`config.mk`:
```
export PLATFORM = sky130hd
export DESIGN_NAME = chime_ctrl_flat
export DESIGN_NICKNAME = d
export VERILOG_FILES = /design/src/rtl/chime_ctrl_if.sv /design/src/rtl/chime_ctrl.sv /design/src/flat_wrapper.sv
export SDC_FILE = /design/constraint.sdc
export NUM_CORES = 1
export LEC_CHECK = 0
export BUFFER_PORTS_ARGS = -buffer_cell sky130_fd_sc_hd__buf_4
export CAP_MARGIN = 20
export CORE_MARGIN = 5
export CORE_UTILIZATION = 49
export CTS_BUF_LIST = sky130_fd_sc_hd__clkbuf_8
export DETAILED_ROUTE_END_ITERATION = 7
export PLACE_DENSITY = 0.79
export RECOVER_POWER = 100
export SLEW_MARGIN = 20
export SYNTH_ARGS = -nofsm -noshare
export SYNTH_HDL_FRONTEND = slang
export SYNTH_SLANG_ARGS = --single-unit
```
`constraint.sdc`:
```
create_clock -name clk -period 1.95 [get_ports clk]
set_input_delay 0.0975 -clock clk [delete_from_list [all_inputs] [get_ports clk]]
set_output_delay 0.0975 -clock clk [all_outputs]
set_load 0.01 [all_outputs]
```
`src/rtl/chime_ctrl_if.sv`:
```
`timescale 1ns/1ps
`default_nettype none
// ============================================================================
//  chime_ctrl_if : request/completion handshake to the beep engine
//  Revision 1.0
// ============================================================================
interface chime_ctrl_if;
    logic       beep_start;
    logic [4:0] beep_count;
    logic       buzz_done;

    modport master (output beep_start, output beep_count, input buzz_done);
    modport slave  (input beep_start, input beep_count, output buzz_done);
endinterface
`default_nettype wire

```
`src/rtl/chime_ctrl.sv`:
```
`timescale 1ns/1ps
`default_nettype none
// ============================================================================
//  chime_ctrl : hourly chime and alarm sequencer driving a beep engine
//  Revision 1.0
// ============================================================================
module chime_ctrl #(
    parameter int BURST_ALARM = 4,
    parameter int ALARM_SECS  = 60,
    parameter int WDOG_SECS   = 15
) (
    input  wire logic       clk,
    input  wire logic       rst,
    input  wire logic       tick_1s,
    input  wire logic [7:0] hour_bcd,
    input  wire logic [7:0] min_bcd,
    input  wire logic [7:0] sec_bcd,
    input  wire logic       chime_en,
    input  wire logic       alarm_en,
    input  wire logic [7:0] alarm_hour,
    input  wire logic [7:0] alarm_min,
    input  wire logic       stop,
    chime_ctrl_if.master    beep,
    output logic            busy,
    output logic            alarm_active
);

    localparam int         AW          = $clog2(ALARM_SECS + 1);
    localparam int         WW          = $clog2(WDOG_SECS + 1);
    localparam logic [4:0] ALARM_COUNT = 5'(BURST_ALARM);

    typedef enum logic [1:0] {
        IDLE  = 2'd0,
        START = 2'd1,
        WAIT  = 2'd2,
        GAP   = 2'd3
    } state_t;

    state_t        state;
    state_t        state_next;
    logic [4:0]    count_q;
    logic [AW-1:0] alarm_secs;
    logic [WW-1:0] wd_cnt;
    logic          pending;

    logic [4:0]    hour_bin;
    logic [4:0]    chime_count;
    logic          chime_trig;
    logic          alarm_trig;
    logic          stop_hit;
    logic          expire;
    logic          alarm_hold;
    logic          wd_fire;
    logic          load;
    logic [4:0]    load_val;
    logic          take_pending;

    always_comb begin
        hour_bin = 5'(hour_bcd[5:4]) * 5'd10 + 5'(hour_bcd[3:0]);
        if (hour_bin == 5'd0)
            chime_count = 5'd12;
        else if (hour_bin > 5'd12)
            chime_count = hour_bin - 5'd12;
        else
            chime_count = hour_bin;
    end

    assign chime_trig = tick_1s & chime_en & (min_bcd == 8'h00) & (sec_bcd == 8'h00);
    assign alarm_trig = tick_1s & alarm_en & (hour_bcd == alarm_hour)
                      & (min_bcd == alarm_min) & (sec_bcd == 8'h00);
    assign stop_hit   = stop & alarm_active;
    assign expire     = tick_1s & alarm_active & (alarm_secs == AW'(ALARM_SECS - 1));
    // Whether the alarm ring period is still running after this edge
    assign alarm_hold = alarm_trig | (alarm_active & ~stop & ~expire);
    assign wd_fire    = (state == WAIT) & tick_1s & ~beep.buzz_done
                      & (wd_cnt == WW'(WDOG_SECS - 1));

    always_comb begin
        state_next   = state;
        load         = 1'b0;
        load_val     = chime_count;
        take_pending = 1'b0;
        case (state)
            IDLE: begin
                if (alarm_trig) begin
                    state_next = START;
                    load       = 1'b1;
                    load_val   = ALARM_COUNT;
                end else if (chime_trig) begin
                    state_next = START;
                    load       = 1'b1;
                end
            end
            START: state_next = WAIT;
            WAIT: begin
                if (beep.buzz_done) begin
                    if (pending && alarm_hold) begin
                        state_next   = START;
                        load         = 1'b1;
                        load_val     = ALARM_COUNT;
                        take_pending = 1'b1;
                    end else if (alarm_hold) begin
                        state_next = GAP;
                    end else begin
                        state_next = IDLE;
                    end
                end else if (wd_fire) begin
                    state_next = IDLE;
                end
            end
            GAP: begin
                if (!alarm_hold)
                    state_next = IDLE;
                else if (tick_1s)
                    state_next = START;
            end
            default: state_next = IDLE;
        endcase
    end

    always_ff @(posedge clk or negedge rst) begin
        if (!rst)
            state <= IDLE;
        else
            state <= state_next;
    end

    always_ff @(posedge clk or negedge rst) begin
        if (!rst) begin
            count_q      <= 5'd0;
            alarm_active <= 1'b0;
            alarm_secs   <= '0;
            wd_cnt       <= '0;
            pending      <= 1'b0;
        end else begin
            if (load)
                count_q <= load_val;

            if (state != WAIT)
                wd_cnt <= '0;
            else if (tick_1s)
                wd_cnt <= wd_cnt + WW'(1);

            if (take_pending)
                pending <= 1'b0;

            // A watchdog abort outranks everything, including a fresh alarm
            if (wd_fire || stop_hit) begin
                alarm_active <= 1'b0;
                pending      <= 1'b0;
            end else if (alarm_trig) begin
                alarm_active <= 1'b1;
                alarm_secs   <= '0;
                if ((state == START || state == WAIT) && !alarm_active)
                    pending <= 1'b1;
            end else if (alarm_active && tick_1s) begin
                alarm_secs <= alarm_secs + AW'(1);
                if (expire)
                    alarm_active <= 1'b0;
            end
        end
    end

    assign beep.beep_start = (state == START);
    assign beep.beep_count = count_q;
    assign busy            = (state != IDLE);

endmodule
`default_nettype wire

```
`src/flat_wrapper.sv`:
```
// flat-port wrapper written by rule: the top's interface ports become plain ports
module chime_ctrl_flat 
#(
    parameter int BURST_ALARM = 4,
    parameter int ALARM_SECS  = 60,
    parameter int WDOG_SECS   = 15
)
  (clk, rst, tick_1s, hour_bcd, min_bcd, sec_bcd, chime_en, alarm_en, alarm_hour, alarm_min, stop, busy, alarm_active, beep_beep_start, beep_beep_count, beep_buzz_done);
  chime_ctrl_if beep_i ();
  input  wire logic clk;
  input  wire logic rst;
  input  wire logic tick_1s;
  input  wire logic [7:0] hour_bcd;
  input  wire logic [7:0] min_bcd;
  input  wire logic [7:0] sec_bcd;
  input  wire logic chime_en;
  input  wire logic alarm_en;
  input  wire logic [7:0] alarm_hour;
  input  wire logic [7:0] alarm_min;
  input  wire logic stop;
  output logic busy;
  output logic alarm_active;
  output wire logic [$bits(beep_i.beep_start)-1:0] beep_beep_start;
  output wire logic [$bits(beep_i.beep_count)-1:0] beep_beep_count;
  input wire logic [$bits(beep_i.buzz_done)-1:0] beep_buzz_done;
  assign beep_beep_start = beep_i.beep_start;
  assign beep_beep_count = beep_i.beep_count;
  assign beep_i.buzz_done = beep_buzz_done;
  chime_ctrl #(.BURST_ALARM(BURST_ALARM), .ALARM_SECS(ALARM_SECS), .WDOG_SECS(WDOG_SECS)) u_core (.clk(clk), .rst(rst), .tick_1s(tick_1s), .hour_bcd(hour_bcd), .min_bcd(min_bcd), .sec_bcd(sec_bcd), .chime_en(chime_en), .alarm_en(alarm_en), .alarm_hour(alarm_hour), .alarm_min(alarm_min), .stop(stop), .beep(beep_i), .busy(busy), .alarm_active(alarm_active));
endmodule
```
==> report_table.html, run 1 <==
<table>
<tr><th>Metric</th><th>Value</th></tr>
<tr><th colspan="2">STA</th></tr>
<tr><td>Timing-limited maximum frequency</td><td>0.544 GHz</td></tr>
<tr><td>Clock Skew</td><td>0.00291 ns</td></tr>
<tr><td>Unrepaired setup endpoints after global routing</td><td>false</td></tr>
<tr><td>Relative max-transition margin</td><td>33.9%</td></tr>
<tr><td>Setup violators final</td><td>0</td></tr>
<tr><td>Part of the cycle the worst path needs</td><td>94.3%</td></tr>
<tr><td>Tightest hold margin</td><td>0.0853 ns</td></tr>
<tr><td>Minimum clock period after layout</td><td>1.84 ns</td></tr>
<tr><td>Count of final hold-check violations</td><td>0</td></tr>
<tr><td>Count of pins over their slew limit</td><td>0</td></tr>
<tr><td>Actual slew at the worst max-slew pin</td><td>0.992 ns</td></tr>
<tr><th colspan="2">Detailed routing</th></tr>
<tr><td>Via count</td><td>1497</td></tr>
<tr><td>Highest metal used</td><td>met4</td></tr>
<tr><td>Residual DRC</td><td>0</td></tr>
<tr><td>Average wire length per cell after detail routing</td><td>13.6 µm</td></tr>
<tr><td>Iteration-0 DRC count of the detailed router</td><td>49</td></tr>
<tr><td>Detailed-routing iteration count for the pre-antenna-repair pass</td><td>4</td></tr>
<tr><td>Routed Wire Length</td><td>3890 µm</td></tr>
<tr><td>Via-to-Cell Ratio</td><td>5.22</td></tr>
<tr><td>Wire length on met1</td><td>1720 µm</td></tr>
<tr><td>Final ANT Viol Nets</td><td>0</td></tr>
<tr><td>Detailed-routed wire length on met2</td><td>1820 µm</td></tr>
<tr><td>Total met3 wirelength after detailed routing</td><td>290 µm</td></tr>
<tr><th colspan="2">Die</th></tr>
<tr><td>Floorplan Core Area</td><td>3030 µm²</td></tr>
<tr><td>Horiz. Die Dim</td><td>66.0 µm</td></tr>
<tr><td>Number of top-level pins</td><td>55</td></tr>
<tr><td>Full die area</td><td>4350 µm²</td></tr>
<tr><td>Chip Height</td><td>66.0 µm</td></tr>
<tr><td>Starting density of the core</td><td>50.7%</td></tr>
<tr><td>Number of placement rows</td><td>20</td></tr>
<tr><th colspan="2">Global routing</th></tr>
<tr><td>Pin count of the biggest net entering global routing</td><td>20</td></tr>
<tr><td>Wire length of the first global-routing pass</td><td>6390 µm</td></tr>
<tr><td>Initial antenna violation count</td><td>0</td></tr>
<tr><td>Global-route usage over all layers</td><td>18.6%</td></tr>
<tr><td>Gr ovfl total</td><td>0</td></tr>
<tr><td>Via count of the first global-routing pass</td><td>1521</td></tr>
<tr><th colspan="2">Logic synthesis</th></tr>
<tr><td>Synthesized net count</td><td>231</td></tr>
<tr><td>Synth Cell Area</td><td>1540 µm²</td></tr>
<tr><td>Post-synth EDFFs</td><td>0</td></tr>
<tr><td>Top area cells in the synthesized netlist</td><td>dfrtp_1, xor2_1, ha_1</td></tr>
<tr><td>Yosys top cell area share</td><td>31.0%</td></tr>
<tr><td>Synth warnings</td><td>0</td></tr>
<tr><td>Flip-flop and latch count after synthesis</td><td>19</td></tr>
<tr><td>Synth unique cells</td><td>43</td></tr>
<tr><td>Synthesized area per cell</td><td>8.98 µm²</td></tr>
<tr><td>Share of flip-flops with an asynchronous set or reset</td><td>100%</td></tr>
<tr><td>Seq/Total Area, Yosys</td><td>31.0%</td></tr>
<tr><td>Leading register cell type out of synthesis</td><td>dfrtp_1</td></tr>
<tr><td>Synth Instances</td><td>171</td></tr>
<tr><td>Yosys top cell by area</td><td>dfrtp_1</td></tr>
<tr><th colspan="2">Clock network</th></tr>
<tr><td>Number of sinks on the clock net</td><td>19</td></tr>
<tr><td>Source-to-sink clock delay at the later pin of the worst-skew pair</td><td>0.26 ns</td></tr>
<tr><td>Number of clock buffers inserted by TritonCTS</td><td>3</td></tr>
<tr><td>Clock root buffer master</td><td>clkbuf_8</td></tr>
<tr><td>Number of levels in the clock H-tree</td><td>1</td></tr>
<tr><td>CTS tree</td><td>done</td></tr>
<tr><td>Postcts setup bufs</td><td>0</td></tr>
<tr><td>CTS max path bufs</td><td>2</td></tr>
<tr><td>Clock-pin slew of the registers on the worst-case setup and hold paths</td><td>0.07 ns</td></tr>
<tr><th colspan="2">Placed design</th></tr>
<tr><td>Final HPWL from detailed placement</td><td>3190 µm</td></tr>
<tr><td>Port Buf Inserts</td><td>54</td></tr>
<tr><td>Final weighted congestion in routability-driven placement</td><td>0.831</td></tr>
<tr><td>Placed Cells</td><td>282</td></tr>
<tr><th colspan="2">Power</th></tr>
<tr><td>Maximum ir drop on the vdd rail</td><td>0.000492 V</td></tr>
<tr><td>Ratio of total power to cell area</td><td>611 nW/µm²</td></tr>
<tr><td>Leakage component of the power</td><td>0.00103 µW</td></tr>
<tr><th colspan="2">Setup path</th></tr>
<tr><td>Terminus of the critical flop-to-flop path</td><td>u_core.state[0]$_DFFE_PN0P_</td></tr>
<tr><td>Buffers and inverters on the worst path</td><td>1</td></tr>
<tr><td>Kind of end point of the critical path</td><td>flop</td></tr>
<tr><td>Worst setup SP type</td><td>flop</td></tr>
<tr><td>Maximum fanout along the worst path</td><td>4</td></tr>
<tr><td>Worst reg-to-reg setup slack</td><td>0.11 ns</td></tr>
<tr><td>Critical Path Max Stage Delay</td><td>0.40 ns</td></tr>
<tr><td>Critical setup path kind</td><td>flop to flop</td></tr>
<tr><td>Family of cells with the greatest summed delay on the critical path</td><td>compound AO/OA/AOI/OAI gates</td></tr>
<tr><td>Worst path cell trace</td><td>ha_1 -&gt; nand4_1 -&gt; o31a_1 -&gt; o21ba_2 -&gt; buf_4 -&gt; nor2b_1 -&gt; o32a_2</td></tr>
<tr><td>Path depth of the worst reg2reg path</td><td>7</td></tr>
<tr><td>CP Data Required Time</td><td>2.10 ns</td></tr>
<tr><td>Arr. time, crit path</td><td>1.99 ns</td></tr>
<tr><td>Worst flop-to-flop path startpoint</td><td>u_core.alarm_secs[0]$_DFFE_PN0P_</td></tr>
<tr><td>CP max-delay cell</td><td>dfrtp_1</td></tr>
<tr><th colspan="2">Job</th></tr>
<tr><td>Maximum Capacitance Violations</td><td>0</td></tr>
<tr><th colspan="2">Final layout</th></tr>
<tr><td>Proportion of layout cells with a drive suffix above 1</td><td>29.6%</td></tr>
<tr><td>Layout Nets</td><td>304</td></tr>
<tr><td>Post-layout instance count excluding filler cells</td><td>287</td></tr>
<tr><td>Antenna Cells</td><td>0</td></tr>
<tr><td>Growth of design area from synthesis to finish</td><td>39.0%</td></tr>
<tr><th colspan="2">Run status</th></tr>
<tr><td>Outcome</td><td>complete, no violations</td></tr>
<tr><th colspan="2">Hold path</th></tr>
<tr><td>Endpoint with the worst hold slack</td><td>u_core.beep.beep_count[0]$_DFFE_PN0P_</td></tr>
<tr><td>Worst min-delay path class</td><td>input port to flop</td></tr>
<tr><td>Worst hold path depth</td><td>2</td></tr>
<tr><td>Hold_sp</td><td>hour_bcd[0]</td></tr>
</table>
==> worst max path at each step <==
stage / start / end / cells past startpoint
after floorplan: hour_bcd[1] / u_core.beep.beep_count[3]$_DFFE_PN0P_ / 10
after global placement: hour_bcd[1] / u_core.beep.beep_count[3]$_DFFE_PN0P_ / 11
after global routing: u_core.wd_cnt[0]$_DFFE_PN0P_ / u_core.state[1]$_DFFE_PN0P_ / 7
after detailed placement: hour_bcd[1] / u_core.beep.beep_count[2]$_DFFE_PN0P_ / 11
after CTS: hour_bcd[1] / u_core.beep.beep_count[2]$_DFFE_PN0P_ / 11
final: u_core.alarm_secs[0]$_DFFE_PN0P_ / u_core.state[0]$_DFFE_PN0P_ / 7
==> timing repair <==
item | CTS | global route
endpoints found under the setup margin | 0 | 2
endpoints found under the hold margin | 19 | 0
resized for setup | 0 | 4
hold buffers | 1 | 0
==> cell usage after synthesis (3+ instances only) <==
library cell,number
nor2b_1,3
ha_1,12
xor2_1,20
and2_1,4
nand4_1,5
o21ai_0,7
nor3_1,3
nand4b_1,3
inv_1,11
nand3_1,4
dfrtp_1,19
xnor2_1,6
a21oi_1,7
a32o_1,5
nor4_1,6
nor2_1,13
nand2_1,13
==> where the power goes <==
part | leakage, µW | switching, µW | internal (µW)
clock network | 0.0000255 | 134 | 142
logic | 0.000747 | 285 | 290
registers | 0.000262 | 31.5 | 422
total | 0.00103 | 450 | 854
==> kinds of logic after synthesis <==
family	share of synthesized area, %
xor gates and xnor gates	14.8
buffers and inverters	3.26
AOI/OAI and AO/OA	15.0
DFF	31.0
adders and majority gates	11.1
muxes	1.30
and+or+nand+nor	23.6
==> layout by cell type, fill, tap and decap left out, types with 3 or more instances in the layout <==
| master | instances |
|---|---|
| xnor2_1 | 5 |
| nor2_1 | 13 |
| buf_4 | 59 |
| nand3_1 | 4 |
| xor2_1 | 20 |
| nand4b_1 | 3 |
| nor2b_1 | 3 |
| nand2_1 | 13 |
| clkbuf_8 | 3 |
| nor4_1 | 6 |
| a32o_1 | 5 |
| dfrtp_1 | 19 |
| nand4_1 | 5 |
| inv_1 | 11 |
| o21ai_0 | 6 |
| nor3_1 | 3 |
| clkbuf_1 | 9 |
| and2_1 | 3 |
| ha_1 | 11 |
| a21oi_1 | 7 |
==> final cells by class <==
class	instances	area, µm²
multi-input cells	139	1020
fillers	252	893
repair buffers	70	494
flip-flops and latches	19	475
well taps	44	55.1
clock buffers	3	41.3
inverters	11	41.3
clock inverters	1	5.00
==> metal layers <==
| layer | up-vias | track usage [%] |
|---|---|---|
| li1 | 759 | - |
| met1 | 679 | 21.8 |
| met2 | 55 | 33.8 |
| met3 | 4 | 3.06 |
| met4 | 0 | 6.85 |
| met5 | - | 0 |
==> flip-flops by register name (all words and copies together) (netlist names) <==
signal	flops
u_core.alarm_secs	6
u_core.state	2
u_core.beep.beep_count	5
u_core.alarm_active	1
u_core.pending	1
u_core.wd_cnt	4
==> metrics by stage <==
stage	area [µm²]	setup WS, ns	TNS (ns)	util (%)	total power, µW
3_3_place_gp	2100	-0.108	-0.164	69.3	1030
2_1_floorplan	1540	0.0568	0	-	789
5_1_grt	2130	0.00196	0	70.5	1410
4_1_cts	2160	0.0841	0	71.2	1320
3_5_place_dp	2100	-0.170	-0.404	69.3	1040
6_report	2130	0.111	0	70.5	1300
(Power assumes the default switching activity.)
==> run 2: changes to the inputs <==
ABC_AREA = 1   (was not set)
PLACE_DENSITY = 0.75   (was 0.79)
==> run 2 against run 1 <==
Power is 0.62% lower. Register-to-register slack better by 0.13 ns. Global-route usage is 0.37 points higher. Clock skew hardly changed. Wire length is 30% higher. Flip-flop and latch count stayed put. Hold slack better by 0.033 ns. Sequential share of layout area is 3.2 points lower. Synthesized area is 32% higher. Critical path type is now input port to flop. Highest routed layer unchanged.
==> report_table.html, run 2 <==
<table>
<tr><th>Metric</th><th>Value</th></tr>
<tr><th colspan="2">Clock network</th></tr>
<tr><td>CTS tree</td><td>done</td></tr>
<tr><td>Number of clock buffers inserted by TritonCTS</td><td>3</td></tr>
<tr><td>Source-to-sink clock delay at the later pin of the worst-skew pair</td><td>0.25 ns</td></tr>
<tr><td>Number of sinks on the clock net</td><td>19</td></tr>
<tr><td>Number of gates resized after cts</td><td>0</td></tr>
<tr><td>Clock root buffer master</td><td>clkbuf_8</td></tr>
<tr><td>CTS max path bufs</td><td>2</td></tr>
<tr><td>Number of levels in the clock H-tree</td><td>1</td></tr>
<tr><td>Clock-pin slew of the registers on the worst-case setup and hold paths</td><td>0.07 ns</td></tr>
<tr><th colspan="2">Die</th></tr>
<tr><td>Horiz. Die Dim</td><td>74.4 µm</td></tr>
<tr><td>Number of placement rows</td><td>23</td></tr>
<tr><td>Full die area</td><td>5530 µm²</td></tr>
<tr><td>Number of top-level pins</td><td>55</td></tr>
<tr><td>Starting density of the core</td><td>50.7%</td></tr>
<tr><td>Chip Height</td><td>74.4 µm</td></tr>
<tr><td>Floorplan Core Area</td><td>4000 µm²</td></tr>
<tr><th colspan="2">Setup path</th></tr>
<tr><td>CP dominant cell by count</td><td>inv_1</td></tr>
<tr><td>Terminus of the critical flop-to-flop path</td><td>u_core.alarm_secs[4]$_DFFE_PN0P_</td></tr>
<tr><td>Number of stages on the worst setup path</td><td>13</td></tr>
<tr><td>Worst flop-to-flop path startpoint</td><td>u_core.state[0]$_DFFE_PN0P_</td></tr>
<tr><td>Critical setup path kind</td><td>input port to flop</td></tr>
<tr><td>Kind of end point of the critical path</td><td>flop</td></tr>
<tr><td>Critical Path Max Stage Delay</td><td>0.37 ns</td></tr>
<tr><td>CP Data Required Time</td><td>2.10 ns</td></tr>
<tr><td>Maximum fanout along the worst path</td><td>4</td></tr>
<tr><td>Worst setup SP type</td><td>input port</td></tr>
<tr><td>Buffers and inverters on the worst path</td><td>4</td></tr>
<tr><td>Worst reg-to-reg setup slack</td><td>0.24 ns</td></tr>
<tr><td>Family of cells with the greatest summed delay on the critical path</td><td>adder cells</td></tr>
<tr><td>Arr. time, crit path</td><td>1.88 ns</td></tr>
<tr><td>Path depth of the worst reg2reg path</td><td>9</td></tr>
<tr><td>Worst path cell trace</td><td>clkbuf_2 -&gt; ha_1 -&gt; inv_1 -&gt; fa_1 -&gt; xnor2_1 -&gt; inv_1 -&gt; ha_1 -&gt; nand3_1 -&gt; nand2_1 -&gt; inv_1 -&gt; nand4_1 -&gt; nor2_1 -&gt; nor2_1</td></tr>
<tr><td>CP max-delay cell</td><td>fa_1</td></tr>
<tr><th colspan="2">Detailed routing</th></tr>
<tr><td>Detailed-routing iteration count for the pre-antenna-repair pass</td><td>4</td></tr>
<tr><td>Via-to-Cell Ratio</td><td>4.91</td></tr>
<tr><td>Iteration-0 DRC count of the detailed router</td><td>102</td></tr>
<tr><td>Residual DRC</td><td>0</td></tr>
<tr><td>Routed Wire Length</td><td>5070 µm</td></tr>
<tr><td>Final ANT Viol Nets</td><td>0</td></tr>
<tr><td>Average wire length per cell after detail routing</td><td>11.5 µm</td></tr>
<tr><td>Via count</td><td>2160</td></tr>
<tr><th colspan="2">Final layout</th></tr>
<tr><td>Proportion of layout cells with a drive suffix above 1</td><td>16.7%</td></tr>
<tr><td>Area of combinational cells with multiple inputs</td><td>1310 µm²</td></tr>
<tr><td>Largest Register</td><td>u_core.alarm_secs</td></tr>
<tr><td>Growth of design area from synthesis to finish</td><td>23.1%</td></tr>
<tr><td>Most common cell after layout, fill and taps aside</td><td>nand2_1</td></tr>
<tr><td>Largest register FFs</td><td>6</td></tr>
<tr><td>Layout Nets</td><td>451</td></tr>
<tr><td>Fill cell total of the finished layout</td><td>415</td></tr>
<tr><td>Most frequent cells in the layout</td><td>nand2_1, inv_1, buf_4, nor2_1, nand3_1</td></tr>
<tr><td>Combined flip-flop and latch cell area</td><td>475 µm²</td></tr>
<tr><td>Final cell utilization of the core</td><td>62.4%</td></tr>
<tr><td>Post-layout instance count excluding filler cells</td><td>440</td></tr>
<tr><td>Antenna Cells</td><td>0</td></tr>
<tr><th colspan="2">STA</th></tr>
<tr><td>Actual slew at the worst max-slew pin</td><td>1.04 ns</td></tr>
<tr><td>Unrepaired setup endpoints after global routing</td><td>false</td></tr>
<tr><td>Minimum clock period after layout</td><td>1.73 ns</td></tr>
<tr><td>Timing-limited maximum frequency</td><td>0.580 GHz</td></tr>
<tr><td>Part of the cycle the worst path needs</td><td>88.5%</td></tr>
<tr><td>Clock Skew</td><td>0.00262 ns</td></tr>
<tr><td>Count of pins over their slew limit</td><td>0</td></tr>
<tr><td>Relative max-transition margin</td><td>30.8%</td></tr>
<tr><td>Setup WS post-layout</td><td>0.225 ns</td></tr>
<tr><td>Setup violators final</td><td>0</td></tr>
<tr><td>Count of final hold-check violations</td><td>0</td></tr>
<tr><th colspan="2">Run status</th></tr>
<tr><td>Outcome</td><td>complete, no violations</td></tr>
<tr><th colspan="2">Logic synthesis</th></tr>
<tr><td>Yosys top cell by area</td><td>dfrtp_1</td></tr>
<tr><td>Share of flip-flops with an asynchronous set or reset</td><td>100%</td></tr>
<tr><td>Synth Cell Area</td><td>2030 µm²</td></tr>
<tr><td>Leading register cell type out of synthesis</td><td>dfrtp_1</td></tr>
<tr><td>Synth Instances</td><td>332</td></tr>
<tr><td>Synthesized area per cell</td><td>6.11 µm²</td></tr>
<tr><td>Yosys top cell area share</td><td>23.4%</td></tr>
<tr><td>Commonest cells post-synth</td><td>nand2_1, inv_1, nor2_1</td></tr>
<tr><td>Leading cell type by number of instances after synthesis</td><td>nand2_1</td></tr>
<tr><td>Top area cells in the synthesized netlist</td><td>dfrtp_1, nand2_1, inv_1</td></tr>
<tr><td>Post-synth EDFFs</td><td>0</td></tr>
<tr><td>Synthesized net count</td><td>392</td></tr>
<tr><td>Flip-flop and latch count after synthesis</td><td>19</td></tr>
<tr><td>Seq/Total Area, Yosys</td><td>23.4%</td></tr>
<tr><td>Synth unique cells</td><td>31</td></tr>
<tr><td>Synth warnings</td><td>0</td></tr>
<tr><th colspan="2">Global routing</th></tr>
<tr><td>Wire length of the first global-routing pass</td><td>8400 µm</td></tr>
<tr><td>Gr ovfl total</td><td>0</td></tr>
<tr><td>Via count of the first global-routing pass</td><td>2011</td></tr>
<tr><td>Initial antenna violation count</td><td>0</td></tr>
<tr><td>Global-route usage over all layers</td><td>19.0%</td></tr>
<tr><td>Pin count of the biggest net entering global routing</td><td>20</td></tr>
<tr><th colspan="2">Power</th></tr>
<tr><td>Ratio of total power to cell area</td><td>519 nW/µm²</td></tr>
<tr><td>Maximum ir drop on the vdd rail</td><td>0.000480 V</td></tr>
<tr><td>Leakage component of the power</td><td>0.00146 µW</td></tr>
<tr><th colspan="2">Hold path</th></tr>
<tr><td>Endpoint with the worst hold slack</td><td>u_core.beep.beep_count[0]$_DFFE_PN0P_</td></tr>
<tr><td>Hold_sp</td><td>hour_bcd[0]</td></tr>
<tr><td>Worst hold path depth</td><td>3</td></tr>
<tr><td>Worst min-delay path class</td><td>input port to flop</td></tr>
<tr><th colspan="2">Placed design</th></tr>
<tr><td>Final HPWL from detailed placement</td><td>4240 µm</td></tr>
<tr><td>Final weighted congestion in routability-driven placement</td><td>0.945</td></tr>
<tr><td>Placed Cells</td><td>435</td></tr>
<tr><td>Port Buf Inserts</td><td>54</td></tr>
<tr><td>Setup slack at placement</td><td>-0.00754 ns</td></tr>
<tr><th colspan="2">Job</th></tr>
<tr><td>Maximum Capacitance Violations</td><td>0</td></tr>
</table>
## run 2: cell types whose count changed after synthesis, sizes merged, moves of 5 or more
cell   previous run  this run
nor2             13        42
nand4             5        15
a32o              5         0
nand2            13       118
nand3             4        24
xnor2             6         1
inv              11        58
nor4              7         2
xor2             20         5
## run 2: through the flow
| stage | TNS [ns] | power, µW | area (µm²) | hold WS [ns] |
|---|---|---|---|---|
| after floorplan | 0 | 826 | 2030 | -0.198 |
| after global placement | 0 | 1040 | 2490 | -0.0109 |
| after detailed placement | -0.00754 | 1050 | 2490 | -0.0104 |
| after CTS | 0 | 1320 | 2540 | 0.123 |
| after global routing | 0 | 1400 | 2500 | 0.135 |
| final | 0 | 1300 | 2500 | 0.118 |
## run 2: cell type report
class                   instances  share of cell area, %
inverters                      59                   8.87
well taps                      50                   2.51
repair buffers                 56                   15.5
clock buffers                   3                   1.65
flip-flops and latches         19                   19.0
multi-input cells             252                   52.3
clock inverters                 1                  0.150
## run 2: repair_timing
| item | in CTS | in global routing |
|---|---|---|
| hold buffers | 1 | 0 |
| buffers inserted | 0 | 0 |
| hold endpoints to repair | 19 | 0 |
## run 2: layer usage
metal | vias up | wire, µm | part of all wire, % | track usage, %
li1 | 1153 | - | - | -
met1 | 953 | 2290 | 45 | 24.5
met2 | 52 | 2430 | 48 | 34.3
met3 | 2 | 339 | 6.7 | 3.65
met4 | 0 | 8 | 0.16 | 1.58
met5 | - | 0 | 0 | 0
## run 2: worst max path at each step
stage                                      startpoint                                    end  slack [ns]
after detailed placement                  hour_bcd[4]  u_core.beep.beep_count[2]$_DFFE_PN0P_      -0.008
after global routing                      hour_bcd[4]  u_core.beep.beep_count[2]$_DFFE_PN0P_        0.04
after CTS                 u_core.state[0]$_DFFE_PN0P_       u_core.alarm_secs[4]$_DFFE_PN0P_        0.21
after floorplan           u_core.state[0]$_DFFE_PN0P_       u_core.alarm_secs[3]$_DFFE_PN0P_        0.21
final                                     hour_bcd[4]  u_core.beep.beep_count[2]$_DFFE_PN0P_        0.22
after global placement                    hour_bcd[1]  u_core.beep.beep_count[2]$_DFFE_PN0P_        0.11
## run 2: cells by family (layout without fill, tap and decap cells)
group | after synthesis | count (layout) | share of synthesized area [%]
flops | 19 | 19 | 23.4
xor+xnor | 6 | 6 | 2.59
simple gates | 215 | 215 | 49.1
buf+inv | 61 | 119 | 11.7
compound gates | 18 | 18 | 4.75
fa+ha+maj | 13 | 13 | 8.38
## run 2: report_power, final
part           internal, µW  switching (µW)
Clock                   140             128
Sequential              419            28.9
Combinational           227             354
Total                   786             511
## run 2: worst reg2reg max path, stage by stage, from the launching register on
cell	delay [ns]
dfrtp_1	0.42
inv_1	0.12
ha_1	0.18
nand4_1	0.17
nand4_1	0.17
inv_1	0.10
nor2_4	0.18
inv_1	0.11
nand3b_1	0.09
nand2_1	0.06
==> run 3: changes to the inputs <==
CELL_PAD_IN_SITES_DETAIL_PLACEMENT = 0   (was not set)
CELL_PAD_IN_SITES_GLOBAL_PLACEMENT = 1   (was not set)
CORE_UTILIZATION = 37   (was 49)
PLACE_DENSITY = not set   (was 0.75)
PLACE_DENSITY_LB_ADDON = 0.1   (was not set)
==> run 3 against run 2 <==
Setup slack improved by 0.026 ns. Largest cell class unchanged. Critical path type is now flop to flop. Cell count rose by 5.0%. Cell area rose by 1.2%. Highest routed layer unchanged. Die area is 28% higher. Sequential share of layout area fell by 0.23 points. Critical path depth fell by 3. Critical endpoint is now u_core.beep.beep_count[0]$_DFFE_PN0P_. Clock skew up 0.0010 ns.
==> report_table.html, run 3 (same netlist as run 2, synthesis figures left out) <==
<table>
<tr><th>Metric</th><th>Value</th></tr>
<tr><th colspan="2">Run status</th></tr>
<tr><td>Outcome</td><td>complete, no violations</td></tr>
<tr><th colspan="2">Placed design</th></tr>
<tr><td>Port Buf Inserts</td><td>54</td></tr>
<tr><td>Final HPWL from detailed placement</td><td>4490 µm</td></tr>
<tr><td>Final weighted congestion in routability-driven placement</td><td>0.852</td></tr>
<tr><td>Placed Cells</td><td>457</td></tr>
<tr><th colspan="2">Global routing</th></tr>
<tr><td>Via count of the first global-routing pass</td><td>2048</td></tr>
<tr><td>Initial antenna violation count</td><td>0</td></tr>
<tr><td>Global-route usage over all layers</td><td>15.6%</td></tr>
<tr><td>Pin count of the biggest net entering global routing</td><td>20</td></tr>
<tr><td>Wire length of the first global-routing pass</td><td>9270 µm</td></tr>
<tr><td>Gr ovfl total</td><td>0</td></tr>
<tr><th colspan="2">Final layout</th></tr>
<tr><td>Largest Register</td><td>u_core.alarm_secs</td></tr>
<tr><td>Antenna Cells</td><td>0</td></tr>
<tr><td>Most common cell after layout, fill and taps aside</td><td>nand2_1</td></tr>
<tr><td>Most frequent cells in the layout</td><td>nand2_1, inv_1, buf_4, nor2_1, nand3_1</td></tr>
<tr><td>Final cell utilization of the core</td><td>46.8%</td></tr>
<tr><td>Fill cell total of the finished layout</td><td>592</td></tr>
<tr><td>Layout Nets</td><td>451</td></tr>
<tr><td>Growth of design area from synthesis to finish</td><td>24.5%</td></tr>
<tr><td>Largest register FFs</td><td>6</td></tr>
<tr><td>Post-layout instance count excluding filler cells</td><td>462</td></tr>
<tr><td>Proportion of layout cells with a drive suffix above 1</td><td>16.7%</td></tr>
<tr><th colspan="2">Clock network</th></tr>
<tr><td>Postcts setup bufs</td><td>0</td></tr>
<tr><td>Number of gates resized after cts</td><td>0</td></tr>
<tr><td>CTS max path bufs</td><td>2</td></tr>
<tr><td>Number of sinks on the clock net</td><td>19</td></tr>
<tr><td>Number of levels in the clock H-tree</td><td>1</td></tr>
<tr><td>Number of clock buffers inserted by TritonCTS</td><td>3</td></tr>
<tr><td>Clock-pin slew of the registers on the worst-case setup and hold paths</td><td>0.07 ns</td></tr>
<tr><td>Clock root buffer master</td><td>clkbuf_8</td></tr>
<tr><td>CTS tree</td><td>done</td></tr>
<tr><td># hold bufs at CTS</td><td>1</td></tr>
<tr><td>Source-to-sink clock delay at the later pin of the worst-skew pair</td><td>0.26 ns</td></tr>
<tr><th colspan="2">STA</th></tr>
<tr><td>Part of the cycle the worst path needs</td><td>87.1%</td></tr>
<tr><td>Unrepaired setup endpoints after global routing</td><td>false</td></tr>
<tr><td>Timing-limited maximum frequency</td><td>0.589 GHz</td></tr>
<tr><td>Minimum clock period after layout</td><td>1.70 ns</td></tr>
<tr><td>Relative max-transition margin</td><td>25.3%</td></tr>
<tr><td>Count of final hold-check violations</td><td>0</td></tr>
<tr><td>Setup violators final</td><td>0</td></tr>
<tr><td>Clock Skew</td><td>0.00366 ns</td></tr>
<tr><td>Actual slew at the worst max-slew pin</td><td>1.12 ns</td></tr>
<tr><td>Sum of negative setup slack</td><td>0 ns</td></tr>
<tr><td>Count of pins over their slew limit</td><td>0</td></tr>
<tr><td>Tightest hold margin</td><td>0.108 ns</td></tr>
<tr><th colspan="2">Setup path</th></tr>
<tr><td>Worst flop-to-flop path startpoint</td><td>u_core.alarm_secs[0]$_DFFE_PN0P_</td></tr>
<tr><td>Worst setup SP type</td><td>flop</td></tr>
<tr><td>Path depth of the worst reg2reg path</td><td>10</td></tr>
<tr><td>Maximum fanout along the worst path</td><td>4</td></tr>
<tr><td>Arr. time, crit path</td><td>1.85 ns</td></tr>
<tr><td>Worst reg-to-reg setup slack</td><td>0.25 ns</td></tr>
<tr><td>Kind of end point of the critical path</td><td>flop</td></tr>
<tr><td>Terminus of the critical flop-to-flop path</td><td>u_core.beep.beep_count[0]$_DFFE_PN0P_</td></tr>
<tr><td>Critical setup path kind</td><td>flop to flop</td></tr>
<tr><td>CP Data Required Time</td><td>2.10 ns</td></tr>
<tr><th colspan="2">Die</th></tr>
<tr><td>Number of top-level pins</td><td>55</td></tr>
<tr><td>Full die area</td><td>7070 µm²</td></tr>
<tr><td>Horiz. Die Dim</td><td>84.1 µm</td></tr>
<tr><td>Chip Height</td><td>84.1 µm</td></tr>
<tr><td>Starting density of the core</td><td>37.5%</td></tr>
<tr><td>Floorplan Core Area</td><td>5410 µm²</td></tr>
<tr><td>Number of placement rows</td><td>27</td></tr>
<tr><th colspan="2">Hold path</th></tr>
<tr><td>Hold_sp</td><td>hour_bcd[0]</td></tr>
<tr><td>Worst min-delay path class</td><td>input port to flop</td></tr>
<tr><td>Endpoint with the worst hold slack</td><td>u_core.beep.beep_count[0]$_DFFE_PN0P_</td></tr>
<tr><td>Worst hold path depth</td><td>3</td></tr>
<tr><th colspan="2">Detailed routing</th></tr>
<tr><td>Detailed-routing iteration count for the pre-antenna-repair pass</td><td>4</td></tr>
<tr><td>Residual DRC</td><td>0</td></tr>
<tr><td>Iteration-0 DRC count of the detailed router</td><td>108</td></tr>
<tr><td>Routed Wire Length</td><td>5340 µm</td></tr>
<tr><td>Via-to-Cell Ratio</td><td>4.56</td></tr>
<tr><td>Via count</td><td>2105</td></tr>
<tr><td>Final ANT Viol Nets</td><td>0</td></tr>
<tr><td>Average wire length per cell after detail routing</td><td>11.6 µm</td></tr>
<tr><th colspan="2">Power</th></tr>
<tr><td>Ratio of total power to cell area</td><td>517 nW/µm²</td></tr>
<tr><td>Maximum ir drop on the vdd rail</td><td>0.000460 V</td></tr>
<tr><td>Leakage component of the power</td><td>0.00146 µW</td></tr>
<tr><th colspan="2">Job</th></tr>
<tr><td>Maximum Capacitance Violations</td><td>0</td></tr>
</table>
run 3: cell types whose count changed in the layout (fill, tap and decap cells not counted), sizes merged:
cell	change
clkbuf	-1
buf	+1
run 3: area by class of cell:
| class | instances | area (µm²) | share of cell area [%] |
|---|---|---|---|
| Multi-Input combinational cell | 252 | 1310 | 51.7 |
| Sequential cell | 19 | 475 | 18.8 |
| Timing Repair Buffer | 56 | 389 | 15.4 |
| Inverter | 59 | 221 | 8.76 |
| Tap cell | 72 | 90.1 | 3.56 |
| Clock buffer | 3 | 41.3 | 1.63 |
| Clock inverter | 1 | 3.75 | 0.149 |
run 3: metal layers:
metal / global-route usage, % / vias up / wire length [µm]
met5: 0 / - / 0
li1: - / 1149 / -
met1: 23.1 / 916 / 2820
met4: 3.36 / 0 / 35
met3: 2.67 / 2 / 161
met2: 23.6 / 38 / 2330
run 3: worst max-delay path by stage:
stage                                          start  cells after the start                               endpoint  slack (ns)
finish              u_core.alarm_secs[0]$_DFFE_PN0P_                     10  u_core.beep.beep_count[0]$_DFFE_PN0P_        0.25
global route        u_core.alarm_secs[0]$_DFFE_PN0P_                     10  u_core.beep.beep_count[3]$_DFFE_PN0P_        0.08
CTS                      u_core.state[0]$_DFFE_PN0P_                      9       u_core.alarm_secs[3]$_DFFE_PN0P_        0.26
detailed placement                       hour_bcd[1]                     13  u_core.beep.beep_count[2]$_DFFE_PN0P_        0.04
global placement                         hour_bcd[1]                     13  u_core.beep.beep_count[2]$_DFFE_PN0P_        0.09
floorplan                u_core.state[0]$_DFFE_PN0P_                     10       u_core.alarm_secs[3]$_DFFE_PN0P_        0.21
run 3: power by group:
part,switching (µW),internal (µW)
Sequential,28.0,419
Combinational,352,226
Clock,142,140
run 3: metrics by stage:
step                      setup slack, ns  power, µW  cell area (µm²)
after CTS                           0.264       1340             2570
after global placement             0.0884       1050             2520
after global routing               0.0761       1430             2530
final                               0.251       1310             2530
after floorplan                     0.215        826             2030
after detailed placement           0.0376       1060             2520
run 3: worst max-delay path, stage by stage, from the launching register on:
cell     delay (ns)
dfrtp_1        0.42
ha_1           0.26
nor3b_1        0.15
nand3_1        0.10
nand3_1        0.10
nand2_1        0.18
nand2_1        0.07
nand2_1        0.06
nand2_1        0.10
nand3_1        0.10
nand2_1        0.05
